File: config.mk
export PLATFORM = sky130hd
export DESIGN_NAME = riscv_irq_ctrl_flat
export DESIGN_NICKNAME = d
export VERILOG_FILES = /design/src/rtl/riscv_irq_ctrl_if.sv /design/src/rtl/riscv_irq_ctrl.sv /design/src/flat_wrapper.sv
export SDC_FILE = /design/constraint.sdc
export NUM_CORES = 1
export LEC_CHECK = 0
export CORE_MARGIN = 3
export CORE_UTILIZATION = 30
export DETAILED_ROUTE_END_ITERATION = 12
export PLACE_DENSITY = 0.67
export SYNTH_ARGS = -nofsm -noshare
export SYNTH_HDL_FRONTEND = slang
export SYNTH_SLANG_ARGS = --single-unit
export TNS_END_PERCENT = 10
File: constraint.sdc
create_clock -name clk -period 2 [get_ports clk]
set_input_delay 0.2 -clock clk [delete_from_list [all_inputs] [get_ports clk]]
set_output_delay 0.2 -clock clk [all_outputs]
set_load 0.02 [all_outputs]
File: src/rtl/riscv_irq_ctrl_if.sv
// Trap request handshake between the interrupt controller and the CSR unit.
// The controller drives request, cause and EPC; the CSR unit returns the accept.
interface riscv_irq_ctrl_if #(
    parameter int unsigned ADDR_WIDTH = 64,
    parameter int unsigned XLEN       = 64
);
    logic                  o_trap_req;
    logic [XLEN-1:0]       o_trap_cause;
    logic [ADDR_WIDTH-1:0] o_trap_epc;
    logic                  i_trap_ack;

    // Interrupt controller side
    modport master (
        output o_trap_req,
        output o_trap_cause,
        output o_trap_epc,
        input  i_trap_ack
    );

    // CSR unit side
    modport slave (
        input  o_trap_req,
        input  o_trap_cause,
        input  o_trap_epc,
        output i_trap_ack
    );
endinterface

File: src/rtl/riscv_irq_ctrl.sv
// Machine-mode interrupt controller: latches MEIP/MTIP/MSIP, qualifies them with
// the global and per-source enables, waits for a commit boundary and raises one
// trap request with a prioritised cause (MEI > MSI > MTI) and EPC.
// Build option: define IRQ_CTRL_EXT_EN to let i_ext_irq take part; otherwise the
// port is ignored and o_mip[2] stays 0.
module riscv_irq_ctrl #(
    parameter int unsigned ADDR_WIDTH = 64,
    parameter int unsigned XLEN       = 64,
    parameter int unsigned CNT_WIDTH  = 32
) (
    input  logic                  clk,
    input  logic                  rst,
    input  logic                  i_clint_timer_irq,
    input  logic                  i_clint_sw_irq,
    input  logic                  i_ext_irq,
    input  logic                  i_mstatus_mie,
    input  logic                  i_mie_mtie,
    input  logic                  i_mie_msie,
    input  logic                  i_mie_meie,
    input  logic                  i_commit_valid,
    input  logic [ADDR_WIDTH-1:0] i_commit_next_pc,
    riscv_irq_ctrl_if.master      trap,
    output logic                  o_core_ready,
    output logic [2:0]            o_mip,
    output logic [CNT_WIDTH-1:0]  o_irq_cnt
);

    localparam logic [XLEN-1:0] CauseMei = {1'b1, {(XLEN-5){1'b0}}, 4'd11};
    localparam logic [XLEN-1:0] CauseMsi = {1'b1, {(XLEN-5){1'b0}}, 4'd3};
    localparam logic [XLEN-1:0] CauseMti = {1'b1, {(XLEN-5){1'b0}}, 4'd7};
    localparam logic [CNT_WIDTH-1:0] CntOne = {{(CNT_WIDTH-1){1'b0}}, 1'b1};

    typedef enum logic [1:0] {
        StIdle,
        StWaitCommit,
        StReq,
        StHold
    } state_e;

    state_e                state_q, state_d;
    logic [2:0]            mip_q, mip_d;
    logic [XLEN-1:0]       cause_q, cause_d;
    logic [ADDR_WIDTH-1:0] epc_q, epc_d;
    logic [CNT_WIDTH-1:0]  cnt_q, cnt_d;
    logic                  ready_q, ready_d;
    logic                  ext_src;
    logic [2:0]            pend;
    logic                  fire;
    logic [XLEN-1:0]       prio_cause;

`ifdef IRQ_CTRL_EXT_EN
    assign ext_src = i_ext_irq;
`else
    // External source disabled in this build; the port is kept but ignored.
    logic unused_ext_irq;
    assign unused_ext_irq = i_ext_irq;
    assign ext_src        = 1'b0;
`endif

    assign mip_d = {ext_src, i_clint_timer_irq, i_clint_sw_irq};
    assign pend  = mip_q & {i_mie_meie, i_mie_mtie, i_mie_msie};
    assign fire  = i_mstatus_mie & (|pend);

    // Highest-priority enabled pending source, MEI > MSI > MTI
    always_comb begin
        prio_cause = CauseMti;
        if (pend[2]) begin
            prio_cause = CauseMei;
        end else if (pend[0]) begin
            prio_cause = CauseMsi;
        end
    end

    // Next-state logic; cause/EPC only change on the commit that enters StReq
    always_comb begin
        state_d = state_q;
        cause_d = cause_q;
        epc_d   = epc_q;
        cnt_d   = cnt_q;
        ready_d = 1'b0;
        unique case (state_q)
            StIdle: begin
                if (fire) begin
                    state_d = StWaitCommit;
                end
            end
            StWaitCommit: begin
                // Losing fire beats a same-cycle commit
                if (!fire) begin
                    state_d = StIdle;
                end else if (i_commit_valid) begin
                    state_d = StReq;
                    cause_d = prio_cause;
                    epc_d   = i_commit_next_pc;
                end
            end
            StReq: begin
                if (trap.i_trap_ack) begin
                    state_d = StHold;
                    cnt_d   = cnt_q + CntOne;
                    // Only a timer trap acknowledges the CLINT
                    ready_d = (cause_q == CauseMti);
                end
            end
            StHold: begin
                state_d = StIdle;
            end
            default: begin
                state_d = StIdle;
            end
        endcase
    end

    // State and output registers with synchronous reset
    always_ff @(posedge clk) begin
        if (rst) begin
            state_q <= StIdle;
            mip_q   <= 3'b000;
            cause_q <= '0;
            epc_q   <= '0;
            cnt_q   <= '0;
            ready_q <= 1'b0;
        end else begin
            state_q <= state_d;
            mip_q   <= mip_d;
            cause_q <= cause_d;
            epc_q   <= epc_d;
            cnt_q   <= cnt_d;
            ready_q <= ready_d;
        end
    end

    assign trap.o_trap_req   = (state_q == StReq);
    assign trap.o_trap_cause = cause_q;
    assign trap.o_trap_epc   = epc_q;
    assign o_core_ready      = ready_q;
    assign o_mip             = mip_q;
    assign o_irq_cnt         = cnt_q;

endmodule

File: src/flat_wrapper.sv
// flat-port wrapper written by rule: the top's interface ports become plain ports
module riscv_irq_ctrl_flat 
#(
    parameter int unsigned ADDR_WIDTH = 64,
    parameter int unsigned XLEN       = 64,
    parameter int unsigned CNT_WIDTH  = 32
)
  (clk, rst, i_clint_timer_irq, i_clint_sw_irq, i_ext_irq, i_mstatus_mie, i_mie_mtie, i_mie_msie, i_mie_meie, i_commit_valid, i_commit_next_pc, o_core_ready, o_mip, o_irq_cnt, trap_o_trap_req, trap_o_trap_cause, trap_o_trap_epc, trap_i_trap_ack);
  riscv_irq_ctrl_if #(.ADDR_WIDTH(ADDR_WIDTH), .XLEN(XLEN)) trap_i ();
  input  logic clk;
  input  logic rst;
  input  logic i_clint_timer_irq;
  input  logic i_clint_sw_irq;
  input  logic i_ext_irq;
  input  logic i_mstatus_mie;
  input  logic i_mie_mtie;
  input  logic i_mie_msie;
  input  logic i_mie_meie;
  input  logic i_commit_valid;
  input  logic [ADDR_WIDTH-1:0] i_commit_next_pc;
  output logic o_core_ready;
  output logic [2:0] o_mip;
  output logic [CNT_WIDTH-1:0] o_irq_cnt;
  output wire logic [$bits(trap_i.o_trap_req)-1:0] trap_o_trap_req;
  output wire logic [$bits(trap_i.o_trap_cause)-1:0] trap_o_trap_cause;
  output wire logic [$bits(trap_i.o_trap_epc)-1:0] trap_o_trap_epc;
  input wire logic [$bits(trap_i.i_trap_ack)-1:0] trap_i_trap_ack;
  assign trap_o_trap_req = trap_i.o_trap_req;
  assign trap_o_trap_cause = trap_i.o_trap_cause;
  assign trap_o_trap_epc = trap_i.o_trap_epc;
  assign trap_i.i_trap_ack = trap_i_trap_ack;
  riscv_irq_ctrl #(.ADDR_WIDTH(ADDR_WIDTH), .XLEN(XLEN), .CNT_WIDTH(CNT_WIDTH)) u_core (.clk(clk), .rst(rst), .i_clint_timer_irq(i_clint_timer_irq), .i_clint_sw_irq(i_clint_sw_irq), .i_ext_irq(i_ext_irq), .i_mstatus_mie(i_mstatus_mie), .i_mie_mtie(i_mie_mtie), .i_mie_msie(i_mie_msie), .i_mie_meie(i_mie_meie), .i_commit_valid(i_commit_valid), .i_commit_next_pc(i_commit_next_pc), .trap(trap_i), .o_core_ready(o_core_ready), .o_mip(o_mip), .o_irq_cnt(o_irq_cnt));
endmodule
==> flow_metrics.py, run 1 <==
metrics = {
    "status": {
        "status": "finished clean",
    },
    "clock_tree": {
        "cts_tree": "yes",
        "cts.sinks": 103,
        "cts.htree.levels": 3,
        "cts_buffer_depth": 2,
        "cts-root-buf": "clkbuf_16",
        "cts.clk_slew.worst_paths_ps": 70,
        "hold_buffers": 0,
        "cts_inserted_buffers": 9,
        "insertion_delay_ps": 350,
    },
    "setup_path": {
        "slowest_delay_ps": 650,
        "crit_path_start_kind": "flop",
        "setup.worst_path.class": "flop to output pin",
        "arrival_ps": 1690,
        "cpLargestDelayFamily": "buffers and inverters",
        "worstPathCellList": "nor2b_1, clkdlybuf4s50_1",
        "crit_required_ps": 1800,
        "crit_fanout": 6,
        "end_kind": "output pin",
        "cp_slowest_cell": "clkdlybuf4s50_1",
        "critPathBufInv": 1,
    },
    "sta": {
        "finalSetupTns_ps": 0,
        "tightest_slew_ps": 545,
        "max_slew_margin_pct": 63.7,
        "fmax_mhz": 529,
        "finalMaxSlewViolations": 0,
        "post-route-min-period_ps": 1890,
        "grt_setup_unrepaired": "false",
        "hold_viol": 0,
        "fin_skew_ps": 10.7,
        "setup_viol": 0,
        "holdWs_ps": 329,
        "fin_ws_ps": 111,
        "period_share_pct": 94.5,
    },
    "power_and_ir_drop": {
        "leakage_nw": 2.36,
        "ir_worst_vdd_uv": 335,
        "power_mw": 4.14,
        "powerDensity_nw_per_um2": 621,
    },
    "logic_synthesis": {
        "ys_seq_area_share_pct": 45.7,
        "synth.distinct_cells": 38,
        "synth_most_common_cell": "nand2_1",
        "async_flop_share_pct": 0,
        "synth_ff_type": "dfxtp_1",
        "synth.avg_cell_area_sq_um": 8.14,
        "synthTopCellsByCount": "nand2_1, dfxtp_1, a21oi_1",
        "ys_ff_latch": 103,
        "syn_area_sq_um": 4510,
        "yosysTopAreaCellShare_pct": 45.7,
        "netlist_instances": 554,
        "synth-edff-count": 0,
        "ys_warn_count": 0,
        "synth_top_cell_by_area": "dfxtp_1",
        "synth_area_leaders": "dfxtp_1, nand2_1, buf_4, a21oi_1, mux2_2",
    },
    "routing": {
        "first_pass_iters": 4,
        "route.detailed.drc": 0,
        "wl_per_cell_microns": 13.0,
        "drt_wl_total_microns": 12000,
        "via_per_inst": 4.45,
        "ant_nets": 0,
        "num_vias": 4097,
        "drtIter0Drc": 155,
    },
    "placement": {
        "port-buffer-count": 176,
        "place_ws_ps": -37.6,
        "hpwl_microns": 8660,
        "routabilityCongestion": 0.724,
    },
    "global_route": {
        "antenna_found_initial": 0,
        "grt_util_all_layers_pct": 13.9,
        "grt_max_degree": 52,
        "grt_pass1_vias": 3604,
        "grt_first_pass_wirelength_microns": 18600,
        "overflow": 0,
    },
    "min_path": {
        "min_path_type": "input port to flop",
    },
    "floorplanning": {
        "fp.dieH_microns": 129,
        "dieWidth_microns": 129,
        "placementRows": 44,
        "dieArea_sq_um": 16500,
        "start_util_pct": 30.8,
        "ios": 240,
        "core_sq_um": 14600,
    },
    "finish": {
        "areaGrowthSynthToFinish_pct": 47.7,
        "diodes": 0,
        "drive_above_1_share_pct": 8.01,
        "nets": 808,
        "fin_util_pct": 45.5,
    },
    "job": {
        "drv_cap": 0,
    },
}
[sequential cells by signal (all words and copies together), names as in the netlist, named ones only]
name / count
u_core.o_core_ready: 1
u_core.state_q: 1
u_core.trap.o_trap_cause: 2
u_core.o_irq_cnt: 32
u_core.trap.o_trap_epc: 64
u_core.o_mip: 2
[where the power goes]
group	internal (mW)	switching, mW	total, mW
logic	0.156	0.190	0.346
clock network	0.899	0.826	1.73
registers	2.06	0.00752	2.07
total	3.11	1.02	4.14
[final cells by class]
| type | instances | area, sq um |
|---|---|---|
| clock inverters | 6 | 53.8 |
| repair buffers | 202 | 2000 |
| fillers | 1426 | 7980 |
| clock buffers | 10 | 239 |
| multi-input cells | 412 | 2060 |
| well taps | 184 | 230 |
| flip-flops and latches | 103 | 2060 |
| inverters | 4 | 15.0 |
[metal layers]
layer	wire [microns]	vias up	track usage, %
li1	-	2086	-
met5	0	-	0
met3	1190	13	6.19
met4	172	0	5.00
met2	5480	138	21.3
met1	5140	1860	17.3
[path summary, 6_finish.rpt]
path / startpoint / endpoint / slack [ps] / cells past startpoint
max: flop / trap_o_trap_req / 110 / 2
min: rst / u_core.trap.o_trap_cause[1] / 330 / 2
max reg2reg: u_core.o_irq_cnt[13] / u_core.o_irq_cnt[31] / 160 / 5
min reg2reg: u_core.trap.o_trap_epc[23] / u_core.trap.o_trap_epc[23] / 450 / 2
[per-stage QoR]
step | area [sq um] | instances
final | 6660 | 921
after detailed placement | 6350 | 903
after floorplan | 4740 | 614
after CTS | 6650 | 919
after global routing | 6660 | 921
after global placement | 6350 | 903
[cell usage in the layout, fill, tap and decap left out, drive strengths merged, types with 2 or more instances in the layout]
cell type	netlist	routed
clkbuf	22	10
clkdlybuf4s50	0	175
nor3	4	4
nor4	7	7
inv	4	6
xor2	6	6
and2	2	2
dfxtp	103	103
xnor2	3	3
conb	1	61
a21oi	81	81
o21ai	3	3
mux2	8	8
nor2b	11	11
clkinv	0	3
nand4	7	7
buf	73	27
nand2	145	145
nand3	9	9
or3	4	4
nor2	21	21
or4	11	11
and4	5	5
and3	2	2
o31ai	11	11
[cell families (layout without fill, tap and decap cells)]
family	Yosys count	count (layout)	synth area share [%]
AO/OA/AOI/OAI	99	99	11.9
XOR/XNOR	9	9	1.75
buffers and inverters	99	222	13.8
other	1	61	0.0831
adder cells (fa/ha/maj)	1	1	0.277
AND/OR/NAND/NOR	234	234	24.5
flip-flops	103	103	45.7
multiplexers	8	8	2.00
[repair_timing]
item                                    4_1_cts  5_1_grt
gates resized for setup                       0        1
buffers inserted                              0        2
endpoints found under the hold margin         0        0
endpoints found under the setup margin        0        5
[worst reg2reg max path: cells and delay by family (launching register included)]
family / cells / cell delay [ps]
buffers and inverters: 1 / 200
multiplexers: 1 / 360
flip-flops: 1 / 400
AND/OR/NAND/NOR: 3 / 770
No activity file was read; power rests on OpenSTA's default activity.
==> run 2, diff against run 1 <==
Settings changed: CTS_CLUSTER_DIAMETER set to 60.
==> results of run 2 <==
No change in the layout: final DEF, timing and power equal those of run 1.
==> run 3, diff against run 2 <==
Settings changed: SKIP_CTS_REPAIR_TIMING set to 1.
==> results of run 3 <==
No change in the layout: final DEF, timing and power equal those of run 1.
